## config.mk

```make
export PLATFORM = sky130hd
export DESIGN_NAME = ring_freq_cmp
export DESIGN_NICKNAME = d
export VERILOG_FILES = /design/src/rtl/ring_freq_cmp_pkg.sv /design/src/rtl/ring_freq_cmp_edge_sync.sv /design/src/rtl/ring_freq_cmp.sv
export SDC_FILE = /design/constraint.sdc
export NUM_CORES = 1
export LEC_CHECK = 0
export BUFFER_PORTS_ARGS = -buffer_cell sky130_fd_sc_hd__buf_4
export CAP_MARGIN = 20
export CELL_PAD_IN_SITES_DETAIL_PLACEMENT = 0
export CELL_PAD_IN_SITES_GLOBAL_PLACEMENT = 1
export CORE_MARGIN = 10
export CORE_UTILIZATION = 47
export DETAILED_ROUTE_END_ITERATION = 10
export GPL_ROUTABILITY_DRIVEN = 0
export GPL_TIMING_DRIVEN = 0
export PLACE_DENSITY_LB_ADDON = 0.05
export SLEW_MARGIN = 20
export SYNTH_ARGS = -nofsm -noshare
export SYNTH_HDL_FRONTEND = slang
export SYNTH_SLANG_ARGS = --single-unit
```

## constraint.sdc

```tcl
create_clock -name CLK -period 6.3 [get_ports CLK]
set_clock_uncertainty 0.15 [all_clocks]
set_input_delay 0.945 -clock CLK [delete_from_list [all_inputs] [get_ports CLK]]
set_output_delay 0.945 -clock CLK [all_outputs]
set_load 0.1 [all_outputs]
```

## src/rtl/ring_freq_cmp_pkg.sv

```systemverilog
// rtl/ring_freq_cmp_pkg.sv - shared state enum, default parameters and helpers for ring_freq_cmp
package ring_freq_cmp_pkg;

    typedef enum logic [1:0] {
        ST_IDLE   = 2'd0,
        ST_SETTLE = 2'd1,
        ST_COUNT  = 2'd2,
        ST_DECIDE = 2'd3
    } state_e;

    localparam int DEF_CNT_BITS = 12;
    localparam int DEF_WINDOW   = 1024;
    localparam int DEF_SETTLE   = 16;
    localparam int DEF_DEADBAND = 2;

    function automatic int max_of(input int a, input int b);
        return (a > b) ? a : b;
    endfunction

endpackage

```

## src/rtl/ring_freq_cmp_edge_sync.sv

```systemverilog
// rtl/ring_freq_cmp_edge_sync.sv - two-flop synchronizer with single-cycle rising-edge pulse
module edge_sync (
    input  logic clk_i,
    input  logic rst_ni,
    input  logic d_i,
    output logic pulse_o
);

    logic sync1_q;
    logic sync2_q;
    logic prev_q;

    // Two metastability stages, then one more flop to remember the previous synchronized level.
    always_ff @(posedge clk_i) begin
        if (!rst_ni) begin
            sync1_q <= 1'b0;
            sync2_q <= 1'b0;
            prev_q  <= 1'b0;
        end else begin
            sync1_q <= d_i;
            sync2_q <= sync1_q;
            prev_q  <= sync2_q;
        end
    end

    assign pulse_o = sync2_q & ~prev_q;

endmodule

```

## src/rtl/ring_freq_cmp.sv

```systemverilog
// rtl/ring_freq_cmp.sv - compares INVU/INVD ring-oscillator frequencies over fixed CLK windows
module ring_freq_cmp
    import ring_freq_cmp_pkg::*;
#(
    parameter int CNT_BITS = DEF_CNT_BITS,
    parameter int WINDOW   = DEF_WINDOW,
    parameter int SETTLE   = DEF_SETTLE,
    parameter int DEADBAND = DEF_DEADBAND
) (
    input  logic CLK,
    input  logic RST_N,
    input  logic START,
    input  logic RO_U,
    input  logic RO_D,
    output logic O_INVU,
    output logic O_INVD,
    output logic VALID,
    output logic LOCK,
    output logic BUSY
);

    // One timer serves both the settle phase and the counting window.
    localparam int TMR_W = $clog2(max_of(WINDOW, SETTLE)) + 1;
    localparam logic [TMR_W-1:0] SETTLE_LAST = TMR_W'(SETTLE - 1);
    localparam logic [TMR_W-1:0] WINDOW_LAST = TMR_W'(WINDOW - 1);

    // Difference is one bit wider so a full-scale count in either direction stays signed-correct.
    localparam int DIFF_W = CNT_BITS + 1;
    localparam logic signed [DIFF_W-1:0] DB_POS = DIFF_W'(DEADBAND);
    localparam logic signed [DIFF_W-1:0] DB_NEG = -DB_POS;
    localparam logic [CNT_BITS-1:0] CNT_MAX = '1;

    state_e                    state_q, state_d;
    logic [TMR_W-1:0]          tmr_q, tmr_d;
    logic [CNT_BITS-1:0]       cnt_up_q, cnt_up_d;
    logic [CNT_BITS-1:0]       cnt_dn_q, cnt_dn_d;
    logic                      invu_q, invu_d;
    logic                      invd_q, invd_d;
    logic                      lock_q, lock_d;
    logic                      valid_q, valid_d;
    logic                      pulse_up;
    logic                      pulse_dn;
    logic                      win_start;
    logic                      win_end;
    logic signed [DIFF_W-1:0]  diff;

    edge_sync u_sync_up (
        .clk_i   (CLK),
        .rst_ni  (RST_N),
        .d_i     (RO_U),
        .pulse_o (pulse_up)
    );

    edge_sync u_sync_dn (
        .clk_i   (CLK),
        .rst_ni  (RST_N),
        .d_i     (RO_D),
        .pulse_o (pulse_dn)
    );

    // Sequencer: START only matters in IDLE and DECIDE, so a dropped START still finishes the window.
    always_comb begin
        state_d = state_q;
        tmr_d   = tmr_q;
        case (state_q)
            ST_IDLE: begin
                if (START) begin
                    state_d = ST_SETTLE;
                    tmr_d   = '0;
                end
            end
            ST_SETTLE: begin
                if (tmr_q == SETTLE_LAST) begin
                    state_d = ST_COUNT;
                    tmr_d   = '0;
                end else begin
                    tmr_d = tmr_q + 1'b1;
                end
            end
            ST_COUNT: begin
                if (tmr_q == WINDOW_LAST) begin
                    state_d = ST_DECIDE;
                    tmr_d   = '0;
                end else begin
                    tmr_d = tmr_q + 1'b1;
                end
            end
            ST_DECIDE: begin
                state_d = START ? ST_SETTLE : ST_IDLE;
                tmr_d   = '0;
            end
            default: begin
                state_d = ST_IDLE;
                tmr_d   = '0;
            end
        endcase
    end

    assign win_start = (state_q == ST_SETTLE) && (state_d == ST_COUNT);
    assign win_end   = (state_q == ST_COUNT) && (state_d == ST_DECIDE);

    // Edge counters: cleared as the window opens, saturating increments only while counting.
    always_comb begin
        cnt_up_d = cnt_up_q;
        cnt_dn_d = cnt_dn_q;
        if (win_start) begin
            cnt_up_d = '0;
            cnt_dn_d = '0;
        end else if (state_q == ST_COUNT) begin
            if (pulse_up && (cnt_up_q != CNT_MAX)) begin
                cnt_up_d = cnt_up_q + 1'b1;
            end
            if (pulse_dn && (cnt_dn_q != CNT_MAX)) begin
                cnt_dn_d = cnt_dn_q + 1'b1;
            end
        end
    end

    // Compare uses next-state counts so an edge in the last window cycle is not lost.
    assign diff = $signed({1'b0, cnt_up_d}) - $signed({1'b0, cnt_dn_d});

    // Decision registers change only when entering DECIDE and otherwise hold their level.
    always_comb begin
        invu_d  = invu_q;
        invd_d  = invd_q;
        lock_d  = lock_q;
        valid_d = 1'b0;
        if (win_end) begin
            valid_d = 1'b1;
            if (diff > DB_POS) begin
                invu_d = 1'b1;
                invd_d = 1'b0;
                lock_d = 1'b0;
            end else if (diff < DB_NEG) begin
                invu_d = 1'b0;
                invd_d = 1'b1;
                lock_d = 1'b0;
            end else begin
                invu_d = 1'b0;
                invd_d = 1'b0;
                lock_d = 1'b1;
            end
        end
    end

    // State, timer, counters and decision registers with synchronous reset.
    always_ff @(posedge CLK) begin
        if (!RST_N) begin
            state_q  <= ST_IDLE;
            tmr_q    <= '0;
            cnt_up_q <= '0;
            cnt_dn_q <= '0;
            invu_q   <= 1'b0;
            invd_q   <= 1'b0;
            lock_q   <= 1'b0;
            valid_q  <= 1'b0;
        end else begin
            state_q  <= state_d;
            tmr_q    <= tmr_d;
            cnt_up_q <= cnt_up_d;
            cnt_dn_q <= cnt_dn_d;
            invu_q   <= invu_d;
            invd_q   <= invd_d;
            lock_q   <= lock_d;
            valid_q  <= valid_d;
        end
    end

    assign O_INVU = invu_q;
    assign O_INVD = invd_q;
    assign LOCK   = lock_q;
    assign VALID  = valid_q;
    assign BUSY   = (state_q != ST_IDLE);

endmodule

```

---- Word-level counts from Yosys, hierarchy flattened ----
Index checks and enable logic that the tools add are counted.
storage, ports and cells
  input port bits ......................... 5
  register bits ........................... 47
  word-level logic and storage cells ...... 61
  output and inout port bits .............. 5
operators by class
  reductions and logical operators ........ 6
  $lt $le $gt $ge ......................... 2
  mux-type cells .......................... 21
  add/subtract/negate cells ............... 4
  equal/unequal tests ..................... 10
  bitwise operators ....................... 4
operator list
  cell                                                   number
  2-to-1 mux 12 bit                                      6
  one-hot mux 11 bit (4 select lines)                    1
  2-to-1 mux 11 bit                                      3
  adder 12 x 1 -> 12 bit, second input constant          2
  inequality test 12 bit, second input constant          2
  > comparator 13 x 3 -> 1 bit, second input constant    1
  < comparator 13 x 2 -> 1 bit, second input constant    1
  subtractor 12 x 12 -> 13 bit                           1
  adder 11 x 1 -> 11 bit, second input constant          1
  equality test 11 x 10 -> 1 bit, second input constant  1
  equality test 11 x 4 -> 1 bit, second input constant   1
  equality test 2 bit, second input constant             4
  one-hot mux 2 bit (4 select lines)                     1
  2-to-1 mux 1 bit                                       7
  2-to-1 mux 2 bit                                       3
  logical AND 1 bit                                      4
  AND 1 bit                                              2
  equality test 2 x 1 -> 1 bit, second input constant    1
  zero test 2 bit                                        1
  inequality test 2 bit, second input constant           1
  inverter 1 bit                                         2
  nonzero test 2 bit                                     1

---- Longest topological paths before layout ----
  depth in word-level cells ............... 10
  depth in mapped cells ................... 19
  depth with buffers taken out ............ 17

---- By module ----
From an unflattened synthesis, not the netlist that was laid out.
unflattened totals
  cells, all modules ...................... 373
  area, all modules ....................... 2986.6 µm²
modules (own cells, without submodules)
  module         instances  cells an instance  area an instance (µm²)  seq. area each (µm²)
  ring_freq_cmp  1          359                2801.4                  820.8
  edge_sync      2          7                  92.6                    60.1

---- Worst setup path after synthesis ----
No wires, ideal clock.
  path kind ............................... register to register
  start ................................... reg tmr_q[10]
  end ..................................... reg lock_q (netlist: LOCK)
  arrival time ............................ 4444 ps
  setup time .............................. 75 ps
  setup slack ............................. 1631 ps
  buffers on the path ..................... 1
  cell stages (with the launch flop) ...... 18
  period minus slack after synthesis ...... 4669 ps
  data required time ...................... 6075 ps
  path through ............................ dfxtp_1 -> or4_1 -> o31a_1 -> o31ai_1 -> o311a_1 -> and3_1 -> buf_4 -> or2_2 -> ha_1 -> inv_1 -> fa_1 -> a211oi_2 -> o21ai_1 -> a31oi_1 -> xor2_1 -> or4_1 -> or4_1 -> a31oi_1
between the ends
  word-level cells in the longest chain between the ends .. 10
  elaborated cells between the ends (all ways) .. 16
  classes of those cells .................. add/sub (1); order compare (2); eq/ne (4); mux (7); reduce/logical (2)
RTL lines
  what                                                                                    RTL line                                  text
  start: declaration                                                                      ring_freq_cmp.sv:34                       logic [TMR_W-1:0] tmr_q, tmr_d;
  start signal: assignment                                                                ring_freq_cmp.sv:159                      tmr_q <= tmr_d;
  equality test 11 x 10 -> 1 bit / equality test 11 x 4 -> 1 bit (equally long branches)  ring_freq_cmp.sv:81, ring_freq_cmp.sv:73
  2-to-1 mux 2 bit, on equally long branches                                              ring_freq_cmp.sv:81, ring_freq_cmp.sv:73
  one-hot mux 2 bit (4 select lines) *                                                    ring_freq_cmp.sv:65                       case (state_q)
  equality test 2 bit                                                                     ring_freq_cmp.sv:99                       assign win_start = (state_q == ST_SETTLE) && (state_d == ST_COUNT);
  logical AND 1 bit                                                                       ring_freq_cmp.sv:99
  2-to-1 mux 12 bit                                                                       ring_freq_cmp.sv:106                      if (win_start) begin
  subtractor 12 x 12 -> 13 bit                                                            ring_freq_cmp.sv:120                      assign diff = $signed({1'b0, cnt_up_d}) - $signed({1'b0, cnt_dn_d});
  < comparator 13 x 2 -> 1 bit                                                            ring_freq_cmp.sv:134                      end else if (diff < DB_NEG) begin
  2-to-1 mux 1 bit                                                                        ring_freq_cmp.sv:134
  2-to-1 mux 1 bit                                                                        ring_freq_cmp.sv:130                      if (diff > DB_POS) begin
  end signal: assignment                                                                  ring_freq_cmp.sv:164                      lock_q <= lock_d;
  end: declaration                                                                        ring_freq_cmp.sv:39                       logic lock_q, lock_d;
Mark *: on every way between the ends. The rest lies on a longest branch, timed or not.
A chain may end at the register's enable or synchronous reset.

---- Worst setup path in the final report ----
  start ................................... reg tmr_q[0]
  end ..................................... reg lock_q (netlist: LOCK)
between the ends
  word-level cells in the longest chain between the ends .. 10
  elaborated cells between the ends (all ways) .. 16
  classes of those cells .................. add/sub (1); order compare (2); eq/ne (4); mux (7); reduce/logical (2)
RTL lines
  what                                                                                    RTL line                                  text
  equality test 11 x 10 -> 1 bit / equality test 11 x 4 -> 1 bit (equally long branches)  ring_freq_cmp.sv:81, ring_freq_cmp.sv:73
  2-to-1 mux 2 bit, on equally long branches                                              ring_freq_cmp.sv:81, ring_freq_cmp.sv:73
  one-hot mux 2 bit (4 select lines) *                                                    ring_freq_cmp.sv:65
  equality test 2 bit *                                                                   ring_freq_cmp.sv:99
  logical AND 1 bit *                                                                     ring_freq_cmp.sv:99
  2-to-1 mux 12 bit *                                                                     ring_freq_cmp.sv:106
  via cnt_dn_d[0]                                                                         ring_freq_cmp.sv:36                       logic [CNT_BITS-1:0] cnt_dn_q, cnt_dn_d;
  subtractor 12 x 12 -> 13 bit *                                                          ring_freq_cmp.sv:120
  < comparator 13 x 2 -> 1 bit                                                            ring_freq_cmp.sv:134
  2-to-1 mux 1 bit                                                                        ring_freq_cmp.sv:134
  2-to-1 mux 1 bit *                                                                      ring_freq_cmp.sv:130
The timed path passes the listed nets; every way through them passes the cells marked *.

==> metrics.txt <==
status=completed; worst slack, placed=roughly 1.1 ns; max cap viols=0; row count=29; die width=101 um; Synth Net Count=396; fin crit period=5.22 ns; number of vias per cell=5.64; Peak Freq=192 MHz; wire length per cell=15.0 um; largest net degree at the start of global routing=16; setup TNS=0 ns; Leak Pwr=1.34 nW; startpoint types=flop; WP data arrival=5.31 ns; commonest non-fill, non-tap cell in the layout=dfxtp_1; vias in the first global route=between 2000 and 2500; CTS Buffer Depth=2; clk root buf=clkbuf_8; Worst EP required=6.39 ns; TritonCTS Buffers=5; share of post-route cells with drive strength above 1=11.1%; Slew Limit Fails=0; Remaining DRCs=0; CTS tree=yes; Ports=10; total track usage=about 14%; initial antenna violation count=0; worst-skew pair later-pin latency=~0.3 ns; most frequent cells in the layout=dfxtp_1, nor2_1, nand2_1; die area=about 0.010 mm^2; global route total overflow=0; Final nets=411; first-pass GRT wire length=11800 um; power density cells=171 mW/mm^2; Starting Density=48.1%; via count=2613; total core area=about 0.0063 mm^2; Yosys warning count=0; post-synth top area share=30.8%; Die Ht=about 100 um; synth unique cells=53; CTS Sinks=47; cells resized by post-CTS repair=0; peak supply drop=0.000132 V; H-tree Lvls=2; clk slew on worst S/H paths=around 0.090 ns; Final WS setup=around 1.1 ns; RSZ-0062 raised after global routing=false; Mapped Area=0.00306 mm^2; Tightest Pin Transition=roughly 0.56 ns; Setup crit end kind=flop; cts hold-fix bufs=0; drt pass-1 iters=4; syn_area_per_cell=8.26 um^2; top cell type by total area after synthesis=dfxtp_1; Main synth FF type=dfxtp_1; DRT iter0 DRCs=148; Slew headroom=62.3%; ant diodes=0; Routed WL=6950 um; area of the multi-input gates=0.00201 mm^2; post-CTS setup buffers=0; final core utilization=52.5%; most area-consuming cells after synthesis=dfxtp_1, ha_1, nor3b_1; register area=941 um^2; number of storage elements in the synthesis netlist=47; hpwl dp=5460 um; Hold Path Class=flop to flop; critical path class=flop to flop; Area Overhead vs Synth=9.09%; number of port buffers=8; filler cell count=606; hold violation total from the final report=0; asr flop ratio synth=0%; CP max FO=10; Syn Inst Count=370; part of the Yosys area used for sequential elements=30.8%; number of synthesized flops with an enable pin=0; number of routed nets with antenna violations=0; endpoints failing setup=0; Tcrit/Tclk final=roughly 83%
[synthesized netlist by cell type (2+ instances only)]
master    instances
dfxtp_1          47
nor2_1           35
nand2_1          27
nor3b_1          25
ha_1             20
nand3_1          18
xnor2_1          15
or2_2            13
xor2_1           13
o21ai_0          12
and2_1           11
inv_1            11
and3_1           10
a21oi_1           9
nand4_1           9
nor3_1            9
clkbuf_1          8
o211ai_1          8
o211a_1           6
o21ai_1           6
nand2b_1          5
o31a_1            4
buf_2             3
buf_4             3
nor2b_1           3
or3_1             3
or4_1             3
a21oi_2           2
a221oi_1          2
a31oi_1           2
mux2i_1           2
nor2_2            2
nor4_1            2
o21bai_1          2
o311a_1           2
[layer usage]
| metal | global-route usage (%) | up-vias | share of wire, % |
|---|---|---|---|
| li1 | - | 1350 | - |
| met1 | 21.8 | 1215 | 54 |
| met2 | 19.1 | 41 | 41 |
| met3 | 2.88 | 7 | 4.2 |
| met4 | 3.91 | 0 | 0.86 |
| met5 | 0 | - | 0 |
[where the power goes]
| part | switching [mW] | leakage [nW] | internal (mW) |
|---|---|---|---|
| Combinational | 0.0193 | 0.895 | 0.0107 |
| Clock | 0.108 | 0.0618 | 0.131 |
| Sequential | 0.00125 | 0.380 | 0.299 |
[final timing paths]
path                            slack, ns  cells past startpoint                    startpoint                            to
worst max-delay path                 1.08                     19         tmr_q[0]$_SDFFE_PN0P_             LOCK$_SDFFE_PN0P_
worst min-delay path                 0.29                      1  u_sync_dn.sync1_q$_SDFF_PN0_  u_sync_dn.sync2_q$_SDFF_PN0_
worst max register to register       1.08                     19         tmr_q[0]$_SDFFE_PN0P_             LOCK$_SDFFE_PN0P_
worst min register to register       0.29                      1  u_sync_dn.sync1_q$_SDFF_PN0_  u_sync_dn.sync2_q$_SDFF_PN0_
[critical path: stages (launching register included)]
cell and delay [ns]:
dfxtp_1 0.40, ha_1 0.22, and3_1 0.19, and3_1 0.22
nand2_1 0.09, o311a_1 0.39, and3_1 0.24, buf_4 0.17
buf_4 0.17, nor2_1 0.15, ha_1 0.18, inv_1 0.05
fa_1 0.40, a211oi_2 0.30, o21ai_1 0.12, a31oi_1 0.34
xor2_1 0.12, or4_1 0.57, or4_1 0.50, a31oi_1 0.17
[registers in the layout, summed over array words and instances (netlist names), 2 cells and up]
name / cells
cnt_dn_q: 12
cnt_up_q: 12
tmr_q: 11
state_q: 2
[area by class of cell]
class | count | area share (%)
Sequential cell | 47 | 28.2
Clock inverter | 2 | 1.16
Multi-Input combinational cell | 298 | 60.2
Tap cell | 77 | 2.89
Buffer | 14 | 2.03
Clock buffer | 6 | 2.48
Timing Repair Buffer | 8 | 1.80
Inverter | 11 | 1.24
[cells by family after synthesis]
family,share of synthesized area (%)
buf+inv,3.56
fa+ha+maj,8.85
xor+xnor,8.03
simple gates,32.3
flops,30.8
mux,1.02
compound gates,15.4
[per-stage QoR]
stage,area (um^2),std cells,total power [mW],hold WS (ns)
after global placement,3210,455,0.337,0.266
final,3330,463,0.569,0.293
after floorplan,3060,370,0.329,0.262
after CTS,3330,463,0.580,0.298
after detailed placement,3210,455,0.337,0.274
after global routing,3330,463,0.595,0.307
(Power assumes the default switching activity.)
